### src/rtl/seg_scan_if.sv
// Signal bundle between the up/down clock's segment encoder and the multiplexed display driver.
// The master side supplies the pattern and controls; the slave side scans them out to the display.
interface seg_scan_if;
  logic [27:0] seg_in;
  logic [3:0]  blank_mask;
  logic [1:0]  bright;
  logic        blink_en;
  logic [6:0]  seg_out;
  logic [3:0]  an_out;
  logic [1:0]  digit_idx;
  logic        frame_start;

  modport master (
    output seg_in, blank_mask, bright, blink_en,
    input  seg_out, an_out, digit_idx, frame_start
  );

  modport slave (
    input  seg_in, blank_mask, bright, blink_en,
    output seg_out, an_out, digit_idx, frame_start
  );
endinterface

### src/rtl/seg_scan_driver.sv
// Time-multiplexed 4-digit seven-segment driver with per-frame snapshot, blanking,
// brightness windowing and whole-display blink. All display outputs are registered.
module seg_scan_driver #(
  parameter int SCAN_DIV  = 8,
  parameter int BLINK_DIV = 50
) (
  input logic       clk,
  input logic       clr_n,
  seg_scan_if.slave bus
);

  localparam int DW      = $clog2(SCAN_DIV);
  localparam int BW      = (BLINK_DIV > 1) ? $clog2(BLINK_DIV) : 1;
  localparam int QUARTER = SCAN_DIV / 4;
  localparam logic [DW-1:0] DIV_LAST   = DW'(SCAN_DIV - 1);
  localparam logic [BW-1:0] BLINK_LAST = BW'(BLINK_DIV - 1);

  logic [DW-1:0] div_cnt;
  logic [1:0]    digit_q;
  logic [BW-1:0] blink_cnt;
  logic          blink_phase;
  logic [27:0]   shadow;
  logic [3:0]    blank_q;
  logic [1:0]    bright_q;
  logic [6:0]    seg_q;
  logic [3:0]    an_q;
  logic          frame_start_q;

  logic          slot_end;
  logic          frame_wrap;
  logic          lit;
  logic [DW:0]   on_limit;
  logic [6:0]    cur_seg;

  // The last clock of every slot stays dark so the next digit never ghosts onto this one.
  always_comb begin
    slot_end   = (div_cnt == DIV_LAST);
    frame_wrap = slot_end && (digit_q == 2'd3);
    on_limit   = (DW+1)'((32'(bright_q) + 32'd1) * 32'(QUARTER));
    cur_seg    = shadow[7*int'(digit_q) +: 7];
    lit        = ({1'b0, div_cnt} < on_limit) && !slot_end &&
                 !blank_q[digit_q] && !(bus.blink_en && blink_phase);
  end

  always_ff @(posedge clk or negedge clr_n) begin
    if (!clr_n) begin
      div_cnt <= '0;
      digit_q <= '0;
    end else if (slot_end) begin
      div_cnt <= '0;
      digit_q <= digit_q + 2'd1;
    end else begin
      div_cnt <= div_cnt + DW'(1);
    end
  end

  // Inputs are only sampled at the frame wrap so a frame never mixes old and new digits.
  always_ff @(posedge clk or negedge clr_n) begin
    if (!clr_n) begin
      shadow   <= '1;
      blank_q  <= '0;
      bright_q <= '0;
    end else if (frame_wrap) begin
      shadow   <= bus.seg_in;
      blank_q  <= bus.blank_mask;
      bright_q <= bus.bright;
    end
  end

  always_ff @(posedge clk or negedge clr_n) begin
    if (!clr_n) begin
      blink_cnt   <= '0;
      blink_phase <= 1'b0;
    end else if (!bus.blink_en) begin
      blink_cnt   <= '0;
      blink_phase <= 1'b0;
    end else if (frame_wrap) begin
      if (blink_cnt == BLINK_LAST) begin
        blink_cnt   <= '0;
        blink_phase <= ~blink_phase;
      end else begin
        blink_cnt <= blink_cnt + BW'(1);
      end
    end
  end

  always_ff @(posedge clk or negedge clr_n) begin
    if (!clr_n) begin
      seg_q         <= 7'h7F;
      an_q          <= 4'hF;
      frame_start_q <= 1'b0;
    end else begin
      frame_start_q <= frame_wrap;
      if (lit) begin
        an_q  <= ~(4'b0001 << digit_q);
        seg_q <= cur_seg;
      end else begin
        an_q  <= 4'hF;
        seg_q <= 7'h7F;
      end
    end
  end

  assign bus.seg_out     = seg_q;
  assign bus.an_out      = an_q;
  assign bus.digit_idx   = digit_q;
  assign bus.frame_start = frame_start_q;

endmodule

### src/flat_wrapper.sv
// flat-port wrapper written by rule: the top's interface ports become plain ports
module seg_scan_driver_flat 
#(
  parameter int SCAN_DIV  = 8,
  parameter int BLINK_DIV = 50
)
  (clk, clr_n, bus_seg_in, bus_blank_mask, bus_bright, bus_blink_en, bus_seg_out, bus_an_out, bus_digit_idx, bus_frame_start);
  seg_scan_if bus_i ();
  input logic clk;
  input logic clr_n;
  input wire logic [$bits(bus_i.seg_in)-1:0] bus_seg_in;
  input wire logic [$bits(bus_i.blank_mask)-1:0] bus_blank_mask;
  input wire logic [$bits(bus_i.bright)-1:0] bus_bright;
  input wire logic [$bits(bus_i.blink_en)-1:0] bus_blink_en;
  output wire logic [$bits(bus_i.seg_out)-1:0] bus_seg_out;
  output wire logic [$bits(bus_i.an_out)-1:0] bus_an_out;
  output wire logic [$bits(bus_i.digit_idx)-1:0] bus_digit_idx;
  output wire logic [$bits(bus_i.frame_start)-1:0] bus_frame_start;
  assign bus_i.seg_in = bus_seg_in;
  assign bus_i.blank_mask = bus_blank_mask;
  assign bus_i.bright = bus_bright;
  assign bus_i.blink_en = bus_blink_en;
  assign bus_seg_out = bus_i.seg_out;
  assign bus_an_out = bus_i.an_out;
  assign bus_digit_idx = bus_i.digit_idx;
  assign bus_frame_start = bus_i.frame_start;
  seg_scan_driver #(.SCAN_DIV(SCAN_DIV), .BLINK_DIV(BLINK_DIV)) u_core (.clk(clk), .clr_n(clr_n), .bus(bus_i));
endmodule
### config.mk
export PLATFORM = sky130hd
export DESIGN_NAME = seg_scan_driver_flat
export DESIGN_NICKNAME = d
export VERILOG_FILES = /design/src/rtl/seg_scan_if.sv /design/src/rtl/seg_scan_driver.sv /design/src/flat_wrapper.sv
export SDC_FILE = /design/constraint.sdc
export NUM_CORES = 1
export LEC_CHECK = 0
export ABC_AREA = 1
export CORE_MARGIN = 4
export CORE_UTILIZATION = 25
export DETAILED_ROUTE_END_ITERATION = 8
export GPL_ROUTABILITY_DRIVEN = 0
export MAX_ROUTING_LAYER = met4
export PLACE_DENSITY = 0.51
export SLEW_MARGIN = 15
export SYNTH_ARGS = -nofsm -noshare
export SYNTH_HDL_FRONTEND = slang
export SYNTH_SLANG_ARGS = --single-unit
### constraint.sdc
create_clock -name clk -period 2.2 [get_ports clk]
set_input_delay 0.22 -clock clk [delete_from_list [all_inputs] [get_ports clk]]
set_output_delay 0.22 -clock clk [all_outputs]
set_load 0.03 [all_outputs]
### After elaboration in Yosys (flattened, before gate mapping)

Index checks and enable logic that the tools add are counted.

| cells by class | value |
|---|---|
| reduce and logical (&&, ||, !) cells | 9 |
| divide/modulo/power cells | 0 |
| bitwise gates (word level) | 2 |
| add/subtract/negate cells | 4 |
| multiply operators | 1 |
| order comparisons | 2 |
| shift operators | 2 |
| mux-type cells | 11 |
| eq/ne operators | 5 |

Operators with widths:

| cell | number |
|---|---|
| variable part select 28 x 32 -> 7 bit | 1 |
| 2-to-1 mux 6 bit | 3 |
| 2-to-1 mux 7 bit | 1 |
| adder 6 x 1 -> 6 bit, second input constant | 1 |
| == test 6 bit, second input constant | 1 |
| logical AND 1 bit | 5 |
| multiplier 3 x 2 -> 5 bit, first input constant | 1 |
| less-than comparator 3 x 4 -> 1 bit | 1 |
| 2-to-1 mux 1 bit | 4 |
| 2-to-1 mux 4 bit | 1 |
| inequality test 2 x 1 -> 1 bit, second input constant | 2 |
| inverter 4 bit | 1 |
| left shift 1 x 2 -> 4 bit, first input constant | 1 |
| adder 2 x 1 -> 3 bit, second input constant | 1 |
| adder 3 x 1 -> 3 bit, second input constant | 1 |
| == test 3 bit, second input constant | 1 |
| zero test 1 bit | 3 |
| less-than comparator 2 x 3 -> 1 bit, second input constant | 1 |
| 2-to-1 mux 3 bit | 1 |
| adder 2 x 1 -> 2 bit, second input constant | 1 |
| binary-select mux 1 bit (select 2 bit) | 1 |
| == test 2 bit, second input constant | 1 |
| AND reduction 2 bit | 1 |
| inverter 1 bit | 1 |

| storage, ports and cells | value |
|---|---|
| flip-flop bits (word level) | 58 |
| ROM bits | 0 |
| input bits | 37 |
| latch bits | 0 |
| word-level logic and storage cells | 46 |
| memories | 0 |
| bits in writable memories | 0 |

### Longest topological paths before layout

Gate-level depths: netlist of run 1.

| logic depth | value |
|---|---|
| word-level depth | 6 |
| depth in mapped cells | 9 |

### Least setup slack after synthesis of run 1

OpenSTA, ideal clock, no wires.

| timing path | value |
|---|---|
| kind | register to register |
| start | reg u_core.bright_q[0] |
| end | reg u_core.an_q[3], in the netlist u_core.bus.an_out[3] |
| library setup time | 0.061 ns |
| cell stages (with the launch flop) | 9 |
| path slack | 0.641 ns |
| arrival | 1.498 ns |
| path buffers | 1 |
| period minus slack after synthesis | 1.559 ns |
| cells stage by stage | dfrtp_1 > ha_1 > inv_1 > ha_1 > nand2_1 > o21ai_0 > nor2_4 > buf_6 > nand3_2 |

| between the ends | value |
|---|---|
| longest elaborated chain between the ends | 6 |

Ends and longest elaborated chain:

| what | RTL line | source |
|---|---|---|
| from (decl) | seg_scan_driver.sv:24 | `logic [1:0] bright_q;` |
| from (signal assigned) | seg_scan_driver.sv:66 | `bright_q <= bus.bright;` |
| adder 2 x 1 -> 3 bit | seg_scan_driver.sv:39 | `on_limit = (DW+1)'((32'(bright_q) + 32'd1) * 32'(QUARTER));` |
| less-than comparator 3 x 4 -> 1 bit | seg_scan_driver.sv:41 | `lit = ({1'b0, div_cnt} < on_limit) && !slot_end &&` |
| logical AND 1 bit (2 in a row) | seg_scan_driver.sv:41 |  |
| logical AND 1 bit | seg_scan_driver.sv:42 | `!blank_q[digit_q] && !(bus.blink_en && blink_phase);` |
| 2-to-1 mux 4 bit | seg_scan_driver.sv:94 | `if (lit) begin` |
| to (signal assigned) | seg_scan_driver.sv:95 | `an_q <= ~(4'b0001 << digit_q);` |
| to (decl) | seg_scan_driver.sv:26 | `logic [3:0] an_q;` |

No other way between the ends.
A chain may end at the register's enable or synchronous reset.

### Worst setup path in the final report of run 1

| timing path | value |
|---|---|
| start | reg u_core.digit_q[1], in the netlist u_core.bus.digit_idx[1] |
| end | out bus_digit_idx[1] |

RTL lines:

| what | RTL line | source |
|---|---|---|
| from (decl) | seg_scan_driver.sv:19 | `logic [1:0] digit_q;` |
| from (signal assigned) | seg_scan_driver.sv:51 | `digit_q <= digit_q + 2'd1;` |
| to (decl) | flat_wrapper.sv:17 | `output wire logic [$bits(bus_i.digit_idx)-1:0] bus_digit_idx;` |

No word-level cell between the ends.

==> results.sh, run 1 <==
export IMPL_outcome="completed"
export IMPL_fin_setup_tns_ns=0
export IMPL_slew_viol_final=0
export IMPL_cp_end_kind="primary output"
export IMPL_htree_levels=3
export IMPL_layout_drive_gt1_share_pct=22.8
export IMPL_grt_usage_pct=11.1
export IMPL_synth_area_top_cells="dfstp_2 37%, nand2_1 20%, dfrtp_1 17%"
export IMPL_grt_overflow=0
export IMPL_cts_made_buffers=9
export IMPL_vias=2117
export IMPL_wl_per_cell_um=12.4
export IMPL_hold_viol_final=0
export IMPL_syn_avg_cell_area_um2=8.89
export IMPL_max_stage_delay_ns=0.70
export IMPL_slew_headroom_pct=54.3
export IMPL_critPathSlowestCell="clkdlybuf4s50_1"
export IMPL_wirelength_um=6340
export IMPL_setup_viol=0
export IMPL_synth_seq_area_share_pct=54.3
export IMPL_antenna_found_initial=0
export IMPL_seq_power_share_pct=48.9
export IMPL_power_leakage_nw=1.72
export IMPL_p_int_w=0.00183
export IMPL_final_cell_mix="150 x nand2_1, 49 x clkdlybuf4s50_1, 39 x dfstp_2"
export IMPL_grt_pass1_vias=2172
export IMPL_dpl_hpwl_um=4570
export IMPL_drt_initial_drc_count=53
export IMPL_max_freq_mhz=532
export IMPL_final_cells=513
export IMPL_clk_latency_ns=0.33
export IMPL_start_util_pct=25.5
export IMPL_nNetsFinal=415
export IMPL_synth_distinct_cells=25
export IMPL_clock_skew_ns=0.00640
export IMPL_holdWs_ns=0.380
export IMPL_cts_clk_slew_worst_paths_ns=0.07
export IMPL_die_area_mm2=0.0128
export IMPL_die_x_um=113
export IMPL_n_fill_cell=1176
export IMPL_cts_root_buf="clkbuf_8"
export IMPL_syn_inst=311
export IMPL_synth_area_mm2=0.00277
export IMPL_crit_arrival_ns=1.66
export IMPL_pwr_share_clk_pct=41.9
export IMPL_path_max_fanout=10
export IMPL_layout_commonest_cell="nand2_1"
export IMPL_finalInstanceArea_mm2=0.00361
export IMPL_hp_class="input pin to register"
export IMPL_synth_top_cell_by_area="dfstp_2"
export IMPL_post_cts_setup_buffers=0
export IMPL_cp_required_ns=1.98
export IMPL_fin_crit_sh_pct=85.5
export IMPL_cap_viol_max_count=0
export IMPL_cts_tree="built"
export IMPL_crit_family="buffers and inverters"
export IMPL_crit_chain="buf_4, clkdlybuf4s50_1"
export IMPL_irDropWorstVdd_v=0.000192
export IMPL_grt_pass1_wl_um=10700
export IMPL_io_buffers=50
export IMPL_combPwrFrac_pct=9.3
export IMPL_critPathBufInv=2
export IMPL_rsz0062_at_grt="no"
export IMPL_dp_cells=496
export IMPL_chipHeight_um=113
export IMPL_clockBufferDepth=2
export IMPL_switching_share_pct=23.2
export IMPL_power_density_mw_per_mm2=660
export IMPL_viasPerCell=4.13
export IMPL_ant_nets=0
export IMPL_io_pins=51
export IMPL_antennaDiodeCount=0
export IMPL_rows=38
export IMPL_drc=0
export IMPL_synth_top_area_share_pct=37.1
export IMPL_ys_warn_count=0
export IMPL_period_minus_slack_ns=1.88
export IMPL_core_mm2=0.0108
export IMPL_syn_nets=358
export IMPL_critPathKind="register to primary output"
export IMPL_area_growth_pct=30.6
export IMPL_p_switching_w=0.000552
export IMPL_dr_pass1_iters=4
export IMPL_cts_sinks=58
export IMPL_ys_ff_latch=58
export IMPL_tightest_slew_ns=0.685
export IMPL_grt_max_degree=31
export IMPL_critPathLaunchType="register"
export IMPL_place_area_mm2=0.00340
registers in the layout, indices dropped and copies added (netlist names):
signal,flops
u_core.bus.frame_start,1
u_core.bus.an_out,4
u_core.blink_phase,1
u_core.bus.seg_out,7
u_core.blink_cnt,6
u_core.div_cnt,3
u_core.blank_q,4
u_core.bus.digit_idx,2
u_core.bright_q,2
u_core.shadow,28
path summary, 6_finish.rpt:
| kind | startpoint | to | slack (ns) | cells past startpoint |
|---|---|---|---|---|
| max | u_core.bus.digit_idx[1] | bus_digit_idx[1] | 0.32 | 2 |
| min | bus_seg_in[9] | u_core.shadow[9] | 0.38 | 3 |
| max reg2reg | u_core.bright_q[0] | u_core.bus.seg_out[6] | 0.45 | 7 |
| min reg2reg | u_core.div_cnt[0] | u_core.div_cnt[0] | 0.43 | 1 |
| max in group asynchronous | clr_n | u_core.bus.an_out[2] | 1.07 | 3 |
| min in group asynchronous | clr_n | u_core.bus.frame_start | 0.46 | 2 |
power by group through the flow:
| stage | Combinational, W | Sequential, W | Clock (W) |
|---|---|---|---|
| 3_3_place_gp | 0.000224 | 0.00118 | 0 |
| 4_1_cts | 0.000228 | 0.00116 | 0.00103 |
| 6_report | 0.000221 | 0.00116 | 0.000998 |
| 3_5_place_dp | 0.000225 | 0.00118 | 0 |
| 5_1_grt | 0.000247 | 0.00117 | 0.00108 |
| 2_1_floorplan | 0.0000762 | 0.00120 | 0 |
cells by family (layout without fill, tap and decap cells):
kind of cell	count (synthesis)	count (layout)	share of synthesized area, %
and+or+nand+nor	203	203	32.2
xor gates and xnor gates	2	2	0.634
AOI/OAI and AO/OA	9	9	1.86
DFF	58	58	54.3
buffers and inverters	29	91	6.52
adders and majority gates	10	10	4.52
worst register-to-register path, cell delays in order, from the launching register on:
cell,delay [ns]
dfrtp_1,0.40
ha_1,0.28
inv_1,0.04
ha_1,0.26
nand2_1,0.06
o21ai_0,0.13
nor2_4,0.37
nand3_1,0.12
stage by stage:
stage | worst slack [ns] | util [%] | total power [W]
2_1_floorplan | 0.641 | - | 0.00128
4_1_cts | 0.298 | 33.3 | 0.00243
3_5_place_dp | 0.456 | 31.4 | 0.00141
3_3_place_gp | 0.486 | 31.4 | 0.00141
5_1_grt | 0.257 | 33.3 | 0.00250
6_report | 0.320 | 33.3 | 0.00238
area by class of cell:
type                            instances  area, um2  area share [%]
Sequential cell                        58       1500            41.5
Multi-Input combinational cell        224       1080            30.0
Timing Repair Buffer                   60        586            16.2
Tap cell                              140        175            4.85
Clock buffer                           11        151            4.19
Inverter                               15       63.8            1.77
Clock inverter                          5       51.3            1.42
synth_stat cells:
library cell / count
a21o_1: 1
a21oi_1: 1
buf_2: 6
buf_4: 1
buf_6: 7
clkinv_1: 1
dfrtp_1: 19
dfstp_2: 39
ha_1: 10
inv_1: 12
inv_2: 1
inv_8: 1
nand2_1: 150
nand2_2: 3
nand2_4: 2
nand3_1: 19
nand3_2: 11
nand3b_1: 1
nand4_1: 1
nor2_1: 15
nor2_4: 1
o21ai_0: 4
o21ai_1: 2
o21ai_2: 1
xor2_1: 2
layer usage:
| metal | vias up | wire (um) | GRT usage [%] | part of all wire (%) |
|---|---|---|---|---|
| li1 | 1080 | - | - | - |
| met1 | 986 | 3040 | 13.8 | 48 |
| met2 | 40 | 2980 | 16.9 | 47 |
| met3 | 11 | 240 | 2.78 | 3.8 |
| met4 | 0 | 85 | 5.05 | 1.3 |
| met5 | - | 0 | - | 0 |
timing repair:
action / in CTS / in global routing
gates resized for setup: 0 / 0
hold endpoints to repair: 15 / 0
hold buffers: 1 / 0
Power figures use the tool's default switching activity.
==> inputs of run 2 (changes only) <==
--- a/config.mk
+++ b/config.mk
@@ -7,11 +7,11 @@
 export LEC_CHECK = 0
 export ABC_AREA = 1
 export CORE_MARGIN = 4
-export CORE_UTILIZATION = 25
+export CORE_UTILIZATION = 27
 export DETAILED_ROUTE_END_ITERATION = 8
 export GPL_ROUTABILITY_DRIVEN = 0
 export MAX_ROUTING_LAYER = met4
-export PLACE_DENSITY = 0.51
+export PLACE_DENSITY = 0.54
 export SLEW_MARGIN = 15
 export SYNTH_ARGS = -nofsm -noshare
 export SYNTH_HDL_FRONTEND = slang
==> run 2 against run 1 <==
  * Hold slack better by 0.0057 ns
  * Utilization up 2.8 points
  * Die area fell by 6.9%
  * Cell count fell by 1.8%
  * Combinational power is essentially flat
  * Non-clock buffer count is 2 lower
  * Via count down 1.1%
  * Wire length rose by 3.6%
  * Critical path type unchanged
  * Largest cell class unchanged
==> results.sh, run 2 (same netlist as run 1, synthesis figures left out) <==
export IMPL_post_cts_setup_buffers=0
export IMPL_setup_viol=0
export IMPL_die_x_um=109
export IMPL_grt_pass1_vias=2261
export IMPL_cts_sinks=58
export IMPL_viasPerCell=4.15
export IMPL_pre_cts_ws_ns=0.430
export IMPL_power_density_mw_per_mm2=626
export IMPL_nNetsFinal=413
export IMPL_fin_setup_tns_ns=0
export IMPL_cts_root_buf="clkbuf_8"
export IMPL_io_pins=51
export IMPL_core_mm2=0.00986
export IMPL_cap_viol_max_count=0
export IMPL_holdWs_ns=0.386
export IMPL_wirelength_um=6560
export IMPL_cts_hold_buf=1
export IMPL_fin_ws_ns=0.379
export IMPL_critPathLaunchType="register"
export IMPL_ant_nets=0
export IMPL_chipHeight_um=109
export IMPL_outcome="completed"
export IMPL_antennaDiodeCount=0
export IMPL_wl_per_cell_um=13.0
export IMPL_slew_headroom_pct=59.1
export IMPL_area_growth_pct=28.9
export IMPL_irDropWorstVdd_v=0.000236
export IMPL_crit_arrival_ns=1.60
export IMPL_cts_resized=0
export IMPL_htree_levels=3
export IMPL_drc=0
export IMPL_io_buffers=50
export IMPL_max_freq_mhz=549
export IMPL_fin_crit_sh_pct=82.8
export IMPL_layout_drive_gt1_share_pct=21.3
export IMPL_slew_viol_final=0
export IMPL_regMostFlops="u_core.shadow"
export IMPL_tightest_slew_ns=0.613
export IMPL_hp_class="input pin to register"
export IMPL_clock_skew_ns=0.00834
export IMPL_clk_latency_ns=0.33
export IMPL_dr_pass1_iters=4
export IMPL_cts_tree="built"
export IMPL_cp_required_ns=1.98
export IMPL_largest_reg_flops=28
export IMPL_critPathKind="register to primary output"
export IMPL_grt_pass1_wl_um=11100
export IMPL_layout_commonest_cell="nand2_1"
export IMPL_cts_clk_slew_worst_paths_ns=0.06
export IMPL_grt_usage_pct=12.6
export IMPL_antenna_found_initial=0
export IMPL_drt_initial_drc_count=72
export IMPL_die_area_mm2=0.0119
export IMPL_path_max_fanout=10
export IMPL_cp_end_kind="primary output"
export IMPL_rows=36
export IMPL_grt_overflow=0
export IMPL_rsz0062_at_grt="no"
export IMPL_vias=2093
export IMPL_period_minus_slack_ns=1.82
export IMPL_final_cell_mix="150 x nand2_1, 49 x clkdlybuf4s50_1, 39 x dfstp_2"
export IMPL_hold_viol_final=0
export IMPL_dpl_hpwl_um=4510
export IMPL_cts_made_buffers=9
export IMPL_clockBufferDepth=2
export IMPL_grt_max_degree=34
export IMPL_power_leakage_nw=1.68
export IMPL_start_util_pct=28.0
run 2: path summary, 6_finish.rpt:
check | cells past startpoint | slack (ns) | from | to
max in group asynchronous | 3 | 1.09 | clr_n | u_core.shadow[24]
min in group asynchronous | 2 | 0.43 | clr_n | u_core.bus.frame_start
worst max register to register | 6 | 0.40 | u_core.div_cnt[0] | u_core.blank_q[2]
worst min-delay path | 3 | 0.39 | bus_seg_in[11] | u_core.shadow[11]
worst max-delay path | 2 | 0.38 | u_core.bus.digit_idx[0] | bus_digit_idx[0]
worst min register to register | 1 | 0.45 | u_core.div_cnt[0] | u_core.div_cnt[0]
run 2: final cells by class:
type / count / area, um2
well taps: 133 / 166
clock inverters: 2 / 12.5
fillers: 1013 / 6300
inverters: 15 / 63.8
multi-input cells: 224 / 1080
clock buffers: 14 / 153
flip-flops and latches: 58 / 1500
repair buffers: 58 / 583
run 2: metrics by stage:
stage | instances | utilization [%] | instance area (um2) | total power [W]
2_1_floorplan | 311 | - | 2770 | 0.00128
3_3_place_gp | 487 | 34.3 | 3390 | 0.00140
3_5_place_dp | 487 | 34.3 | 3390 | 0.00141
4_1_cts | 504 | 36.1 | 3560 | 0.00226
5_1_grt | 504 | 36.1 | 3560 | 0.00234
6_report | 504 | 36.1 | 3560 | 0.00223
run 2: worst max-delay path, stage by stage (launching register included):
cell	delay, ns
dfrtp_1	0.35
buf_4	0.22
clkdlybuf4s50_1	0.70
run 2: power breakdown:
group	switching, W	internal [W]
clock network	0.000406	0.000439
logic	0.000110	0.000111
registers	0.0000230	0.00114
run 2: per-layer routing:
metal	wire length [um]	vias up	GRT usage (%)
li1	-	1068	-
met1	3320	963	17.4
met2	2810	51	17.9
met3	323	11	2.66
met4	108	0	5.08
met5	0	-	-
